==> config.mk <==
export PLATFORM = sky130hd
export DESIGN_NAME = cpu_sequencer
export DESIGN_NICKNAME = d
export VERILOG_FILES = /design/src/rtl/cpu_pkg.sv /design/src/rtl/stack_ptr.sv /design/src/rtl/cpu_sequencer.sv
export SDC_FILE = /design/constraint.sdc
export NUM_CORES = 1
export LEC_CHECK = 0
export ABC_AREA = 1
export CORE_ASPECT_RATIO = 1.2
export CORE_MARGIN = 10
export CORE_UTILIZATION = 47
export DETAILED_ROUTE_END_ITERATION = 10
export GPL_TIMING_DRIVEN = 0
export HOLD_SLACK_MARGIN = 0.02
export PLACE_DENSITY = 0.81
export SLEW_MARGIN = 15
export SYNTH_ARGS = -nofsm -noshare
export SYNTH_HDL_FRONTEND = slang
export SYNTH_HIERARCHICAL = 1
export SYNTH_SLANG_ARGS = --single-unit
==> constraint.sdc <==
create_clock -name clk -period 2.35 [get_ports clk]
set_input_delay 0.3525 -clock clk [delete_from_list [all_inputs] [get_ports clk]]
set_output_delay 0.3525 -clock clk [all_outputs]
set_load 0.01 [all_outputs]
==> src/rtl/cpu_pkg.sv <==
// Shared CPU definitions: sequencer state encoding, default address width,
// instruction opcodes used by the decoder, and the jump condition rule.
package cpu_pkg;

  localparam int ADDR_W_DEFAULT = 10;

  typedef enum logic [2:0] {
    S_IDLE   = 3'd0,
    S_FETCH  = 3'd1,
    S_DECODE = 3'd2,
    S_EXEC   = 3'd3,
    S_MEM    = 3'd4,
    S_HALT   = 3'd5
  } seq_state_t;

  // Opcode field (IR[15:12]) values shared with the combinational decoder.
  localparam logic [3:0] OP_NOP   = 4'h0;
  localparam logic [3:0] OP_HALT  = 4'h1;
  localparam logic [3:0] OP_LOAD  = 4'h2;
  localparam logic [3:0] OP_STORE = 4'h3;
  localparam logic [3:0] OP_PUSH  = 4'h4;
  localparam logic [3:0] OP_POP   = 4'h5;
  localparam logic [3:0] OP_COPY  = 4'h6;
  localparam logic [3:0] OP_LDC   = 4'h7;
  localparam logic [3:0] OP_ADD   = 4'h8;
  localparam logic [3:0] OP_SUB   = 4'h9;
  localparam logic [3:0] OP_AND   = 4'hA;
  localparam logic [3:0] OP_OR    = 4'hB;
  localparam logic [3:0] OP_SHL   = 4'hC;
  localparam logic [3:0] OP_SHR   = 4'hD;
  localparam logic [3:0] OP_CMP   = 4'hE;
  localparam logic [3:0] OP_JMP   = 4'hF;

  // neg/zero both clear means an unconditional jump.
  function automatic logic jump_taken(input logic neg, input logic zero,
                                      input logic flag_n, input logic flag_z);
    return (!neg && !zero) || (neg && flag_n) || (zero && flag_z);
  endfunction

endpackage

==> src/rtl/stack_ptr.sv <==
// Stack pointer register with push/pop update, pop address (sp+1) and a sticky
// wrap indicator; updates only on the committed memory edge.
module stack_ptr
  import cpu_pkg::*;
#(
  parameter int                ADDR_W    = ADDR_W_DEFAULT,
  parameter logic [ADDR_W-1:0] STACK_TOP = '1
) (
  input  logic              clk,
  input  logic              reset,
  input  logic              push,
  input  logic              pop,
  output logic [ADDR_W-1:0] sp,
  output logic [ADDR_W-1:0] pop_addr,
  output logic              stack_err
);

  assign pop_addr = sp + ADDR_W'(1);

  always_ff @(posedge clk) begin
    if (reset) begin
      sp        <= STACK_TOP;
      stack_err <= 1'b0;
    end else if (push) begin
      sp <= sp - ADDR_W'(1);
      if (sp == '0) stack_err <= 1'b1;
    end else if (pop) begin
      sp <= pop_addr;
      if (sp == '1) stack_err <= 1'b1;
    end
  end

endmodule

==> src/rtl/cpu_sequencer.sv <==
// Multi-cycle fetch/decode/execute/memory sequencer owning PC, SP and flags.
// Arbitrates the single memory port between instruction fetch and data access.
module cpu_sequencer
  import cpu_pkg::*;
#(
  parameter int                ADDR_W    = ADDR_W_DEFAULT,
  parameter logic [ADDR_W-1:0] RESET_PC  = '0,
  parameter logic [ADDR_W-1:0] STACK_TOP = '1
) (
  input  logic              clk,
  input  logic              reset,
  input  logic              run,
  input  logic              halt,
  input  logic              jump,
  input  logic              neg,
  input  logic              zero,
  input  logic              compare,
  input  logic              stack,
  input  logic              mem_read,
  input  logic              mem_write,
  input  logic              alu_enable,
  input  logic              reg_load,
  input  logic              constant,
  input  logic [ADDR_W-1:0] d_out,
  input  logic [ADDR_W-1:0] reg_val,
  input  logic              alu_neg,
  input  logic              alu_zero,
  input  logic              mem_ack,
  output logic              mem_req,
  output logic              mem_we,
  output logic [ADDR_W-1:0] mem_addr,
  output logic              ir_load,
  output logic              reg_we,
  output logic [ADDR_W-1:0] pc,
  output logic [ADDR_W-1:0] sp,
  output logic              flag_n,
  output logic              flag_z,
  output logic              halted,
  output logic              stack_err,
  output logic [2:0]        state
);

  seq_state_t        cur, nxt;
  logic [ADDR_W-1:0] pc_nxt;
  logic [ADDR_W-1:0] sp_pop_addr;
  logic              flag_ld;
  logic              is_push, is_pop;
  logic              push_commit, pop_commit;
  logic              ir_load_raw, reg_we_raw;

  assign is_push = stack & mem_write;
  assign is_pop  = stack & mem_read;

  stack_ptr #(
    .ADDR_W    (ADDR_W),
    .STACK_TOP (STACK_TOP)
  ) u_stack_ptr (
    .clk       (clk),
    .reset     (reset),
    .push      (push_commit),
    .pop       (pop_commit),
    .sp        (sp),
    .pop_addr  (sp_pop_addr),
    .stack_err (stack_err)
  );

  always_ff @(posedge clk) begin
    if (reset) begin
      cur    <= S_IDLE;
      pc     <= RESET_PC;
      flag_n <= 1'b0;
      flag_z <= 1'b0;
    end else begin
      cur <= nxt;
      pc  <= pc_nxt;
      if (flag_ld) begin
        flag_n <= alu_neg;
        flag_z <= alu_zero;
      end
    end
  end

  always_comb begin
    nxt         = cur;
    pc_nxt      = pc;
    flag_ld     = 1'b0;
    push_commit = 1'b0;
    pop_commit  = 1'b0;
    mem_req     = 1'b0;
    mem_we      = 1'b0;
    mem_addr    = pc;
    ir_load_raw = 1'b0;
    reg_we_raw  = 1'b0;
    unique case (cur)
      S_IDLE: if (run) nxt = S_FETCH;
      S_FETCH: begin
        mem_req = 1'b1;
        if (mem_ack) begin
          ir_load_raw = 1'b1;
          pc_nxt      = pc + ADDR_W'(1);
          nxt         = S_DECODE;
        end
      end
      S_DECODE: nxt = S_EXEC;
      S_EXEC: begin
        if (halt) begin
          nxt = S_HALT;
        end else begin
          flag_ld    = compare & alu_enable;
          // Loads write the register file from MEM, not here.
          reg_we_raw = alu_enable | (reg_load & ~mem_read);
          if (jump && jump_taken(neg, zero, flag_n, flag_z))
            pc_nxt = constant ? d_out : reg_val;
          nxt = (mem_read | mem_write) ? S_MEM : S_FETCH;
        end
      end
      S_MEM: begin
        mem_req = 1'b1;
        mem_we  = mem_write;
        if (is_push)     mem_addr = sp;
        else if (is_pop) mem_addr = sp_pop_addr;
        else             mem_addr = reg_val;
        if (mem_ack) begin
          reg_we_raw  = mem_read;
          push_commit = is_push;
          pop_commit  = is_pop;
          nxt         = S_FETCH;
        end
      end
      S_HALT: if (run) nxt = S_FETCH;
      default: nxt = S_IDLE;
    endcase
  end

  // A reset on the ack edge abandons the access, so the ack-qualified strobes are masked.
  assign ir_load = ir_load_raw & ~reset;
  assign reg_we  = reg_we_raw & ~reset;
  assign halted  = (cur == S_HALT);
  assign state   = cur;

endmodule

# Word level (Yosys, flattened, before mapping)
# Cells that the tools add are included.
totals:
  inputBits: 37
  output_inout_bits: 41
  word_cells: 82
  register_bits: 26
classes:
  n_bitwise: 10
  eq_ne: 12
  n_addsub: 3
  mux: 33
  reduce_logical: 18
ops:
  columns: ["op", "n"]
  rows:
  - ["$mux W10", 9]
  - ["$add A10 B1 Y10 const B", 2]
  - ["$pmux W10 S2", 1]
  - ["$mux W1", 16]
  - ["$mux W3", 5]
  - ["$pmux W3 S5", 1]
  - ["$eq A10 B10 Y1 const B", 1]
  - ["$logic_not A10 Y1", 1]
  - ["$sub A10 B1 Y10 const B", 1]
  - ["$ne A2 B2 Y1 const B", 4]
  - ["$and A1 B1 Y1", 6]
  - ["$eq A3 B2 Y1 const B", 2]
  - ["$eq A3 B3 Y1 const B", 2]
  - ["$reduce_and A3 Y1", 2]
  - ["$reduce_bool A2 Y1", 3]
  - ["$logic_and A1 B1 Y1", 4]
  - ["$ne A2 B1 Y1 const B", 2]
  - ["$reduce_and A4 Y1", 1]
  - ["$reduce_or A2 Y1", 2]
  - ["$eq A3 B1 Y1 const B", 1]
  - ["$logic_not A3 Y1", 1]
  - ["$logic_not A1 Y1", 2]
  - ["$logic_or A1 B1 Y1", 2]
  - ["$not A1 Y1", 2]
  - ["other kinds (2)", 3]

# Longest topological paths before layout
# Gate-level depths: netlist of the first run.
depth:
  word_depth: 8
  mapped_depth: 14

# Modules after synthesis
# Netlist of the first run, hierarchy kept.
modules_own_cells:
  columns: ["mod", "cells_each", "instances", "area_per_inst_um2"]
  rows:
  - ["cpu_sequencer", 269, 1, 1475.2]
  - ["stack_ptr", 143, 1, 925.9]

# Worst setup path before layout of the first run
# Ideal clock, no wire load.
synth_path:
  path_type: "register to output"
  start: "register u_stack_ptr.sp[0]"
  end: "output mem_addr[8]"
  stages_incl_launch_ff: 9
  t_required_ns: 1.997
  t_arrival_ns: 1.580
  path_buffers: 0
  path_slack_ns: 0.418
  cell_sequence: "dfxtp_1 -> ha_1 -> nand3_2 -> nor2_4 -> nand3_1 -> nand2_1 -> and2_1 -> o211ai_1 -> a22oi_1"
synth_between:
  elab_chain_cells: 4
synth_lines:
  columns: ["element", "line", "source"]
  rows:
  - ["start: declaration", "stack_ptr.sv:13", "output logic [ADDR_W-1:0] sp,"]
  - ["start signal: assignment", "stack_ptr.sv:25", "sp <= sp - ADDR_W'(1);"]
  - ["start signal: assignment", "stack_ptr.sv:28", "sp <= pop_addr;"]
  - ["$add A10 B1 Y10", "stack_ptr.sv:18", "assign pop_addr = sp + ADDR_W'(1);"]
  - ["named net sp_pop_addr[8]", "cpu_sequencer.sv:45", "logic [ADDR_W-1:0] sp_pop_addr;"]
  - ["$mux W10", "cpu_sequencer.sv:121", "else if (is_pop) mem_addr = sp_pop_addr;"]
  - ["$mux W10", "cpu_sequencer.sv:120", "if (is_push) mem_addr = sp;"]
  - ["$mux W10", "cpu_sequencer.sv:94", "unique case (cur)"]
  - ["end: declaration", "cpu_sequencer.sv:31", "output logic [ADDR_W-1:0] mem_addr,"]
# The timed path passes the listed nets, and every way through them passes these cells.

# Final worst setup path of the first run
layout_path:
  start: "register u_stack_ptr.sp[0]"
  end: "output mem_addr[6]"
# The elaborated chain is that of the path after synthesis.

==> results of run 1 <==
==> worst max-delay path by stage <==
stage                        to                            from  slack [ns]  depth (start not counted)
floorplan           mem_addr[8]  u_stack_ptr/sp[0]$_SDFFE_PP1P_        0.42                          8
finish              mem_addr[6]  u_stack_ptr/sp[0]$_SDFFE_PP1P_        0.11                          8
global route        mem_addr[9]  u_stack_ptr/sp[7]$_SDFFE_PP1P_       0.004                          9
CTS                      reg_we           state[0]$_SDFFE_PP0P_       0.002                          7
global placement    mem_addr[5]                        mem_read       -0.44                          6
detailed placement  mem_addr[5]                        mem_read       -0.46                          6
==> cell type report <==
type / count / area share (%)
Inverter: 51 / 5.642
Tap cell: 60 / 2.212
Clock buffer: 4 / 1.622
Buffer: 15 / 2.950
Multi-Input combinational cell: 320 / 48.12
Timing Repair Buffer: 83 / 23.60
Sequential cell: 26 / 15.86
==> power by group <==
| part | internal [mW] | switching (mW) | leakage [nW] | total [mW] |
|---|---|---|---|---|
| sequential | 0.478 | 0.0507 | 0.209 | 0.528 |
| clock | 0.150 | 0.154 | 0.0288 | 0.304 |
| combinational | 0.293 | 0.349 | 1.40 | 0.643 |
| total | 0.921 | 0.554 | 1.64 | 1.47 |
==> synth_stat cells <==
master	n
a21oi_1	32
a22oi_1	7
a31oi_1	3
and2_1	1
and2_4	1
buf_1	2
buf_2	4
buf_4	2
buf_6	3
clkbuf_1	3
clkbuf_2	1
clkinv_1	1
dfxtp_1	26
ha_1	3
inv_1	46
inv_2	4
nand2_1	124
nand2_2	5
nand3_1	44
nand3_2	3
nand3_4	1
nand4_1	1
nor2_1	36
nor2_2	4
nor2_4	5
nor3_1	3
o211ai_1	13
o21ai_0	20
o21ai_1	3
o21bai_1	1
o221ai_1	1
o22ai_1	2
xnor2_1	4
xor2_1	2
xor2_2	1
==> kinds of logic after synthesis <==
group,after synthesis
fa+ha+maj,3
flops,26
compound gates,82
simple gates,228
buf+inv,66
xor+xnor,7
==> timing repair <==
action                                 CTS  global route
resized for setup                       32            11
setup endpoints to repair               13             7
buffers inserted                         1             6
endpoints found under the hold margin    0             0
pin swaps                                1             2
==> sequential cells by signal (all words and copies together) (netlist names) <==
name	flops
pc	10
u_stack_ptr/sp	10
state	3
flag_n	1
flag_z	1
u_stack_ptr/stack_err	1
==> metal layers <==
metal | track usage [%] | vias up | wire (um)
met5 | 0 | - | 0
met4 | 4.061 | 0 | 53
met3 | 4.489 | 6 | 579
met2 | 33.26 | 114 | 4344
met1 | 21.98 | 1396 | 3440
li1 | - | 1522 | -
==> through the flow <==
stage	setup TNS (ns)	util [%]	cells	power (mW)
after floorplan	0	-	412	0.8847
after global placement	-4.633	65.53	548	1.176
after detailed placement	-5.000	65.53	548	1.185
after CTS	0	67.20	553	1.471
after global routing	0	68.69	559	1.578
final	0	68.69	559	1.475
==> worst max-delay path: stages, from the launching register on <==
cell and delay (ns):
dfxtp_4 0.38, ha_4 0.16, nand3_4 0.10, nor2_4 0.18
xor2_2 0.18, inv_1 0.07, o211ai_1 0.17, a22oi_1 0.08
dlygate4sd2_1 0.29
==> flow_summary.yaml, run 1 <==
timing:
  tightest_slew_ns: 0.5377
  min_period_ns: 2.240
  max_slew_margin_pct: 64.16
  setup_ws_ns: 0.1102
  slew_viol_final: 0
  rsz0062_at_grt: "no"
  finalHoldViolCount: 0
  skew_ns: 0.002907
  whs_ns: 0.4650
  setup_viol: 0
  fmax_ghz: 0.4465
  post-route-period-util_pct: 95.31
logic_synthesis:
  synth_top_family_by_area: "simple AND/OR/NAND/NOR gates"
  netlist_top_cells_area: "dfxtp_1 22%, nand2_1 19%, nand3_1 9.2%, inv_1 7.2%, a21oi_1 6.7%"
  yosys_warnings: 6
  synthMuxAreaShare_pct: 0
  avgSynthCellArea_um2: 5.828
  synth_fa_ha_area_share_pct: 1.563
  synth.cell_area_mm2: 0.002401
  ys_seq_area_share_pct: 21.68
  syn_nets: 452
  synth_compound_area_share_pct: 19.70
  synth_top_area_share_pct: 21.68
  synth_xor_area_share_pct: 2.866
  synthSimpleGateAreaFrac_pct: 42.37
  yosys.cell_types.count: 35
  syn-instance-count: 412
  ys_ff_latch: 26
  yosys.area.top_type: "dfxtp_1"
final_layout:
  stdcell_area_mm2: 0.003393
  drive_above_1_share_pct: 12.83
  n_fill_cell: 475
  antenna_cells: 0
  regArea_um2: 538.0
  final_common_cell: "nand2_1"
  multi_input_area_mm2: 0.001633
  areaGrowthSynthToFinish_pct: 41.32
  fin_nets: 540
  mostFrequentLayoutCells: "122 x nand2_1, 63 x clkdlybuf4s50_1, 45 x inv_1"
worst_setup_path:
  timing.rr.start: "state[0]$_SDFFE_PP0P_"
  end_kind: "output port"
  reg2reg_to: "u_stack_ptr/sp[3]$_SDFFE_PP1P_"
  r2r_cells: 12
  crit_fanout: 4
  setup.worst_path.start_class: "register"
  worstPathRequired_ns: 2.00
  crit_arrival_ns: 1.89
  crit_type: "reg2out"
  rrSetupSlack_ns: 0.28
detailed_routing:
  drc: 0
  first_pass_iters: 7
  wl_mm: 8.418
  vias: 3038
  wl_per_cell_um: 15.06
  drtIter0Drc: 195
  via_per_inst: 5.435
  ant_nets: 0
clock_network:
  clock-sinks: 26
  clkTransAtPathRegs_ns: 0.10
  hold_buffers: 0
  cts_buffers: 3
  htree_levels: 1
  clk_latency_ns: 0.28
  root_buffer: "clkbuf_8"
  clock_path_buffers: 2
  tritoncts: "yes"
grt:
  antenna_found_initial: 0
  grtUsageTotal_pct: 18.76
  overflow: 0
  grt_pass1_wl_mm: 13.34
  grt_start_max_net_pins: 15
  grt_pass1_vias: 2792
flow_run:
  drv_cap: 0
floorplan:
  die_w_um: 85.25
  start_util_pct: 48.61
  std_cell_rows: 28
  io_pins: 78
  core_mm2: 0.004940
  die-area_mm2: 0.008379
  die_h_um: 98.30
hold_path:
  min_path_cells: 2
  hold_path.class: "reg2reg"
  min_to: "u_stack_ptr/stack_err$_SDFFE_PP0P_"
  min_from: "u_stack_ptr/stack_err$_SDFFE_PP0P_"
placed_design:
  dpl-instance-area_mm2: 0.003237
  globalplace.congestion: 0.9156
  post-dp-hpwl_mm: 6.568
  dp_slack_ns: -0.4593
  io_buffer_count: 76
power:
  leakagePower_nw: 1.639
  ir_drop_mv: 0.3019
  powerDensity_mw_per_mm2: 434.6
status:
  status: "completed"
(Power assumes the default switching activity.)
==> run 2, diff against run 1 <==
CTS_CLUSTER_DIAMETER = 40   (was not set)
SLEW_MARGIN = 5   (was 15)
==> results of run 2 <==
No change in the layout: final DEF, timing and power equal those of run 1.
